==> src/rtl/bounded_wrap_counter.sv <==
// Bounded counter c stepping toward a fixed bound n, rewinding to 1 at the bound.
// Optional simulation checker enabled by defining INVARIANT_CHECK_EN.

module bounded_wrap_counter #(
  parameter int WIDTH  = 11,
  parameter int N_INIT = 10
) (
  input  logic             clk,
  input  logic             rst,
  input  logic             selector,
  output logic [WIDTH-1:0] c,
  output logic [WIDTH-1:0] n
);

  if ((N_INIT < 1) || (N_INIT > ((2 ** WIDTH) - 1))) begin : g_bad_n_init
    $error("bounded_wrap_counter: N_INIT must lie in 1..2^WIDTH-1");
  end

  logic [WIDTH-1:0] c_r;
  logic [WIDTH-1:0] n_r;
  logic [WIDTH-1:0] c_next_s;

  // Next counter value: step until the bound, rewind only from the bound.
  always_comb begin
    c_next_s = c_r;
    if (selector) begin
      if (c_r != n_r) begin
        c_next_s = c_r + WIDTH'(1);
      end else begin
        c_next_s = c_r;
      end
    end else begin
      if (c_r == n_r) begin
        c_next_s = WIDTH'(1);
      end else begin
        c_next_s = c_r;
      end
    end
  end

  // State registers; reset has priority over selector.
  always_ff @(posedge clk) begin
    if (rst) begin
      c_r <= '0;
      n_r <= WIDTH'(N_INIT);
    end else begin
      c_r <= c_next_s;
      n_r <= n_r;
    end
  end

  assign c = c_r;
  assign n = n_r;

`ifdef INVARIANT_CHECK_EN
  bounded_wrap_counter_chk #(
    .WIDTH  (WIDTH),
    .N_INIT (N_INIT)
  ) u_chk (
    .clk      (clk),
    .rst      (rst),
    .selector (selector),
    .c        (c_r),
    .n        (n_r)
  );
`endif

endmodule

`ifdef INVARIANT_CHECK_EN
// Simulation-only invariant checker and rewind-event counter.
module bounded_wrap_counter_chk #(
  parameter int WIDTH  = 11,
  parameter int N_INIT = 10
) (
  input logic             clk,
  input logic             rst,
  input logic             selector,
  input logic [WIDTH-1:0] c,
  input logic [WIDTH-1:0] n
);

  logic [31:0] rewind_count_r;

  // Invariant 0 <= c <= n with a constant, nonzero bound.
  always @(posedge clk) begin
    if (!rst) begin
      if (!((c <= n) && (n > WIDTH'(0)) && (n == WIDTH'(N_INIT)))) begin
        $fatal(1, "bounded_wrap_counter invariant violated at %0t: c=%0d n=%0d", $time, c, n);
      end
    end
  end

  // Counts accepted rewinds since the last reset.
  always_ff @(posedge clk) begin
    if (rst) begin
      rewind_count_r <= 32'd0;
    end else if (!selector && (c == n)) begin
      rewind_count_r <= rewind_count_r + 32'd1;
    end else begin
      rewind_count_r <= rewind_count_r;
    end
  end

endmodule
`endif

==> config.mk <==
export PLATFORM = sky130hd
export DESIGN_NAME = bounded_wrap_counter
export DESIGN_NICKNAME = d
export VERILOG_FILES = /design/src/rtl/bounded_wrap_counter.sv
export SDC_FILE = /design/constraint.sdc
export NUM_CORES = 1
export LEC_CHECK = 0
export BUFFER_PORTS_ARGS = -buffer_cell sky130_fd_sc_hd__buf_2
export CELL_PAD_IN_SITES_DETAIL_PLACEMENT = 1
export CELL_PAD_IN_SITES_GLOBAL_PLACEMENT = 2
export CORE_ASPECT_RATIO = 1.5
export CORE_UTILIZATION = 26
export CTS_CLUSTER_SIZE = 30
export DETAILED_ROUTE_END_ITERATION = 16
export PLACE_DENSITY = 0.76
export SLEW_MARGIN = 20
export SYNTH_ARGS = -nofsm -noshare
export SYNTH_HDL_FRONTEND = slang
export SYNTH_HIERARCHICAL = 1
export SYNTH_SLANG_ARGS = --single-unit
==> constraint.sdc <==
create_clock -name clk -period 1.7 [get_ports clk]
set_input_delay 0.17 -clock clk [delete_from_list [all_inputs] [get_ports clk]]
set_output_delay 0.17 -clock clk [all_outputs]
set_load 0.02 [all_outputs]
==> flow_metrics.env, run 1 <==
export IMPL_finalHoldViolCount=0
export IMPL_fmax_mhz=658
export IMPL_largest_reg_flops=11
export IMPL_internal_power_mw=0.366
export IMPL_route_vias_total=530
export IMPL_finalCritPeriodShare=0.894
export IMPL_largest_register="c"
export IMPL_status="complete, no violations"
export IMPL_hpwl_um=1050
export IMPL_row_count=22
export IMPL_drcViolationCount=0
export IMPL_drv_cap=0
export IMPL_min_period_ns=1.52
export IMPL_drtAntennaViolNets=0
export IMPL_crit_family="compound AO/OA/AOI/OAI gates"
export IMPL_clockBufferDepth=2
export IMPL_min_to="c[3]$_SDFFE_PP0P_"
export IMPL_io_pins=25
export IMPL_grt_busiest_layer="met2"
export IMPL_p_sw_frac=0.273
export IMPL_rsz0062_at_grt="false"
export IMPL_netlist_cell_type_count=27
export IMPL_crit_chain="inv_1, ha_1, and4bb_2, a31oi_2, nor3b_2, a211oi_2"
export IMPL_yosysWarnings=6
export IMPL_wire_per_inst_um=12.0
export IMPL_dp_cells=108
export IMPL_r2r_worst_path_cells=6
export IMPL_required_ns=1.89
export IMPL_p_total_mw=0.504
export IMPL_dr_pass1_iters=4
export IMPL_pwr_share_comb=0.110
export IMPL_diodes=0
export IMPL_top_regs="c: 11 flops"
export IMPL_io_buffer_count=13
export IMPL_use_met3=0.0201
export IMPL_worstHoldPathCells=3
export IMPL_ys_ff_latch=11
export IMPL_grt_pass1_wl_um=2240
export IMPL_grt_max_degree=12
export IMPL_met1_usage=0.108
export IMPL_path_max_fanout=6
export IMPL_min_from="selector"
export IMPL_r2r_start="c[0]$_SDFFE_PP0P_"
export IMPL_area_growth_pct=11.8
export IMPL_clkPwrFrac=0.358
export IMPL_clock_skew_ns=0.00410
export IMPL_syn_area_per_cell_um2=9.00
export IMPL_power_density_mw_per_mm2=686
export IMPL_worst_ep_arrival_time_ns=1.71
export IMPL_gr_usage_all_layers=0.108
export IMPL_initial_core_util=0.271
export IMPL_postCtsHoldBufs=0
export IMPL_wl_um=1350
export IMPL_dp_slack_ns=0.106
export IMPL_layout_drive_gt1_share=0.295
export IMPL_seqPwrFrac=0.532
export IMPL_seq_area_frac_synth=0.335
export IMPL_die_height_um=63.6
export IMPL_critPathMaxStageDelay_ns=0.39
export IMPL_grt_pass1_vias=493
export IMPL_ir_drop_uv=269
export IMPL_reg2reg_slack_ns=0.18
export IMPL_cts_root_buf="clkbuf_4"
export IMPL_syn_area_um2=657
export IMPL_cpMaxStageDelayCell="dfxtp_2"
export IMPL_nets=94
export IMPL_coreArea_mm2=0.00242
export IMPL_setup_tns_ns=0
export IMPL_grt_ovfl_total=0
export IMPL_die_w_um=43.0
export IMPL_final_max_slew_viol_count=0
export IMPL_worstSetupEndpointType="flip-flop"
export IMPL_h_tree_depth=1
export IMPL_cts_tree="done"
export IMPL_rr_endpoint="c[0]$_SDFFE_PP0P_"
export IMPL_antenna_found_initial=0
export IMPL_postCtsSetupRepairBufs=0
export IMPL_cp_start_kind="flip-flop"
export IMPL_clk_pin_slew_ns=0.07
export IMPL_finalSetupViolCount=0
export IMPL_power_switching_mw=0.138
export IMPL_cts_sinks=11
export IMPL_die_area_mm2=0.00274
export IMPL_final_cells=112
export IMPL_hp_class="input pin to flip-flop"
export IMPL_gr_usage_met2=0.195
export IMPL_vias_per_cell=4.73
export IMPL_numCtsBuffers=3
export IMPL_cp_num_buf_inv=1
export IMPL_worst_slack_ns=0.179
export IMPL_finalCoreUtilization=0.303
export IMPL_syn_inst=73
export IMPL_place_congestion=0.679
export IMPL_clk_latency_ns=0.27
export IMPL_leakage_nw=0.337
export IMPL_dr_first_iter_drc_count=3
export IMPL_path_class="flip-flop to flip-flop"
## cells in the final DEF (no fill, tap or decap), types with 2 or more instances in the layout
master    count
a21oi_1       2
a31oi_1       2
and3_2        2
buf_2        13
clkbuf_4      3
conb_1       11
dfxtp_1      10
ha_1          2
inv_1         2
nand2_1       2
nand3_1       2
nand3b_1      2
nand4_1       3
nor2_1       10
xnor2_1       3
xor2_1        5
## cell families (layout without fill, tap and decap cells)
kind of cell	after synthesis	in the layout	share of synthesized area
AO/OA/AOI/OAI	7	7	0.0800
XOR/XNOR	8	8	0.107
adder cells (fa/ha/maj)	2	2	0.0381
buffers and inverters	14	20	0.143
flip-flops	11	11	0.335
other	2	11	0.0114
AND/OR/NAND/NOR	29	29	0.286
## cell usage after synthesis, drive strengths merged
master	n	area, um2
and4bb	1	12.5
xnor2	3	26.3
clkbuf	1	3.75
inv	2	7.51
and4	2	18.8
nor2	10	37.5
xor2	5	43.8
conb	2	7.51
nor3b	1	12.5
o21ai	1	5.00
nand2	2	7.51
ha	2	25.0
nand3b	2	15.0
and2	1	6.26
nand2b	1	6.26
nand3	2	10.0
buf	11	82.6
nor4	1	21.3
a31oi	3	25.0
a211oi	1	12.5
a21oi	2	10.0
and3	3	21.3
nand4	3	18.8
dfxtp	11	220
## worst max-delay path by stage
stage	to	startpoint	depth (start not counted)	slack, ns
6_report	c[0]$_SDFFE_PP0P_	c[0]$_SDFFE_PP0P_	6	0.18
5_1_grt	c[0]$_SDFFE_PP0P_	c[0]$_SDFFE_PP0P_	6	0.09
4_1_cts	c[0]$_SDFFE_PP0P_	c[0]$_SDFFE_PP0P_	6	0.09
3_5_place_dp	c[0]$_SDFFE_PP0P_	c[0]$_SDFFE_PP0P_	6	0.11
3_3_place_gp	c[1]$_SDFFE_PP0P_	c[0]$_SDFFE_PP0P_	6	0.20
2_1_floorplan	c[0]$_SDFFE_PP0P_	c[0]$_SDFFE_PP0P_	6	0.11
## cell type report
type	count	area [um2]
repair buffers	14	72.6
multi-input cells	57	377
clock buffers	4	26.3
inverters	2	7.51
flip-flops and latches	11	221
fillers	310	1690
well taps	24	30.0
## per-stage QoR
step	area, um2	hold slack [ns]
after global routing	734	0.211
after floorplan	691	0.235
final	734	0.210
after global placement	707	0.488
after CTS	733	0.206
after detailed placement	707	0.496
## routing by layer
layer  wire length, um  vias up
met2               722       15
met4                21        0
met5                 0        -
met1               552      254
li1                  -      259
met3                51        2
## timing repair
action,CTS,global route
setup endpoints to repair,0,2
hold endpoints to repair,0,0
resized for setup,0,1
## power groups by stage
stage                     combinational, mW  clock, mW  sequential (mW)
after floorplan                      0.0581          0            0.278
after global routing                 0.0611      0.201            0.269
final                                0.0556      0.180            0.268
after CTS                            0.0558      0.190            0.267
after detailed placement             0.0558          0            0.274
after global placement               0.0547          0            0.273
## worst register-to-register path, delay by kind of cell, from the launching register on
| family | cells | cell delay, ns |
|---|---|---|
| compound gates | 2 | 0.47 |
| fa+ha+maj | 1 | 0.19 |
| buf+inv | 1 | 0.06 |
| flops | 1 | 0.39 |
| simple gates | 2 | 0.33 |
(Power assumes the default switching activity.)
==> run 2, diff against run 1 <==
- PLACE_DENSITY: 0.76 -> default
- PLACE_DENSITY_LB_ADDON: default -> 0.1
==> flow_metrics.env, run 2 (synthesized netlist as in run 1, its figures left out) <==
export IMPL_crit_chain="inv_1, ha_1, and4bb_2, a31oi_2, nor3b_2, a211oi_2"
export IMPL_leakage_nw=0.342
export IMPL_die_area_mm2=0.00274
export IMPL_nets=95
export IMPL_place_congestion=0.663
export IMPL_drv_cap=0
export IMPL_cp_start_kind="flip-flop"
export IMPL_dr_pass1_iters=4
export IMPL_final_common_cell="buf_2"
export IMPL_rsz0062_at_grt="false"
export IMPL_internal_power_mw=0.369
export IMPL_dp_slack_ns=0.220
export IMPL_die_w_um=43.0
export IMPL_worst_ep_arrival_time_ns=1.69
export IMPL_route_vias_total=523
export IMPL_wl_um=1340
export IMPL_dr_first_iter_drc_count=11
export IMPL_largest_reg_flops=11
export IMPL_hpwl_um=1050
export IMPL_drtAntennaViolNets=0
export IMPL_setup_tns_ns=0
export IMPL_path_class="flip-flop to flip-flop"
export IMPL_h_tree_depth=1
export IMPL_p_sw_frac=0.288
export IMPL_hp_class="input pin to flip-flop"
export IMPL_grt_pass1_vias=519
export IMPL_grt_ovfl_total=0
export IMPL_pwr_share_comb=0.115
export IMPL_wire_per_inst_um=11.8
export IMPL_grt_max_degree=12
export IMPL_finalCritPeriodShare=0.872
export IMPL_seqPwrFrac=0.514
export IMPL_worst_slack_ns=0.218
export IMPL_antenna_found_initial=0
export IMPL_min_period_ns=1.48
export IMPL_die_height_um=63.6
export IMPL_finalSetupViolCount=0
export IMPL_ir_drop_uv=298
export IMPL_gr_usage_all_layers=0.117
export IMPL_final_max_slew_viol_count=0
export IMPL_final_cell_mix="13 x buf_2, 11 x conb_1, 11 x dfxtp_1"
export IMPL_io_pins=25
export IMPL_power_density_mw_per_mm2=699
export IMPL_cpMaxStageDelayCell="dfxtp_1"
export IMPL_clk_pin_slew_ns=0.07
export IMPL_required_ns=1.90
export IMPL_clk_latency_ns=0.28
export IMPL_p_total_mw=0.518
export IMPL_cts_sinks=11
export IMPL_finalHoldViolCount=0
export IMPL_path_max_fanout=4
export IMPL_postCtsSetupRepairBufs=0
export IMPL_cts_root_buf="clkbuf_4"
export IMPL_coreArea_mm2=0.00242
export IMPL_area_growth_pct=12.8
export IMPL_critPathMaxStageDelay_ns=0.38
export IMPL_worstSetupEndpointType="flip-flop"
export IMPL_numCtsBuffers=3
export IMPL_postCtsHoldBufs=0
export IMPL_vias_per_cell=4.63
export IMPL_clockBufferDepth=2
export IMPL_row_count=22
export IMPL_top_regs="c: 11 flops"
export IMPL_largest_register="c"
export IMPL_io_buffer_count=13
export IMPL_initial_core_util=0.271
export IMPL_diodes=0
export IMPL_clkPwrFrac=0.371
export IMPL_grt_pass1_wl_um=2340
export IMPL_status="complete, no violations"
export IMPL_drcViolationCount=0
export IMPL_clock_skew_ns=0.00484
export IMPL_fmax_mhz=675
export IMPL_cts_tree="done"
export IMPL_power_switching_mw=0.149
export IMPL_layout_drive_gt1_share=0.292
export IMPL_cts_resized=0
==> run 2: cell types whose count changed in the layout (fill, tap and decap cells not counted) <==
cell | before | now
buf_4 | 1 | 2
dfxtp_2 | 1 | 0
dfxtp_1 | 10 | 11
==> run 2: path summary, 6_finish.rpt <==
check / slack, ns / start / cells past startpoint / to
setup / recovery: 0.22 / c[0]$_SDFFE_PP0P_ / 6 / c[0]$_SDFFE_PP0P_
hold / removal: 0.21 / selector / 3 / c[3]$_SDFFE_PP0P_
setup reg to reg: 0.22 / c[0]$_SDFFE_PP0P_ / 6 / c[0]$_SDFFE_PP0P_
hold reg to reg: 0.55 / c[10]$_SDFFE_PP0P_ / 2 / c[10]$_SDFFE_PP0P_
==> run 2: power groups by stage <==
stage | clock, mW | combinational, mW | sequential (mW)
after detailed placement | 0 | 0.0601 | 0.272
after global placement | 0 | 0.0602 | 0.272
final | 0.192 | 0.0593 | 0.266
after floorplan | 0 | 0.0581 | 0.278
after CTS | 0.201 | 0.0601 | 0.266
after global routing | 0.209 | 0.0653 | 0.267
==> run 2: metal layers <==
metal | track usage | vias to the layer above | wire length (um)
li1 | - | 260 | -
met1 | 0.134 | 245 | 556
met2 | 0.188 | 14 | 682
met3 | 0.0172 | 4 | 50
met4 | 0.0909 | 0 | 47
met5 | 0 | - | 0
==> run 2: area by class of cell <==
class / count / area, um2
Inverter: 2 / 7.51
Sequential cell: 11 / 220
Multi-Input combinational cell: 57 / 377
Clock buffer: 4 / 26.3
Fill cell: 308 / 1680
Tap cell: 24 / 30.0
Timing Repair Buffer: 15 / 80.1
==> run 2: metrics by stage <==
stage	instances	hold WS (ns)	utilization	cell area, um2
after floorplan	82	0.235	-	691
after global placement	109	0.488	0.295	714
after detailed placement	109	0.500	0.295	714
after CTS	113	0.199	0.306	741
after global routing	113	0.227	0.306	741
final	113	0.207	0.306	741
==> run 2: worst max-delay path, delay by kind of cell (launching register included) <==
kind	cells	cell delay [ns]
compound gates	2	0.46
flops	1	0.38
simple gates	2	0.33
fa+ha+maj	1	0.19
buf+inv	1	0.06
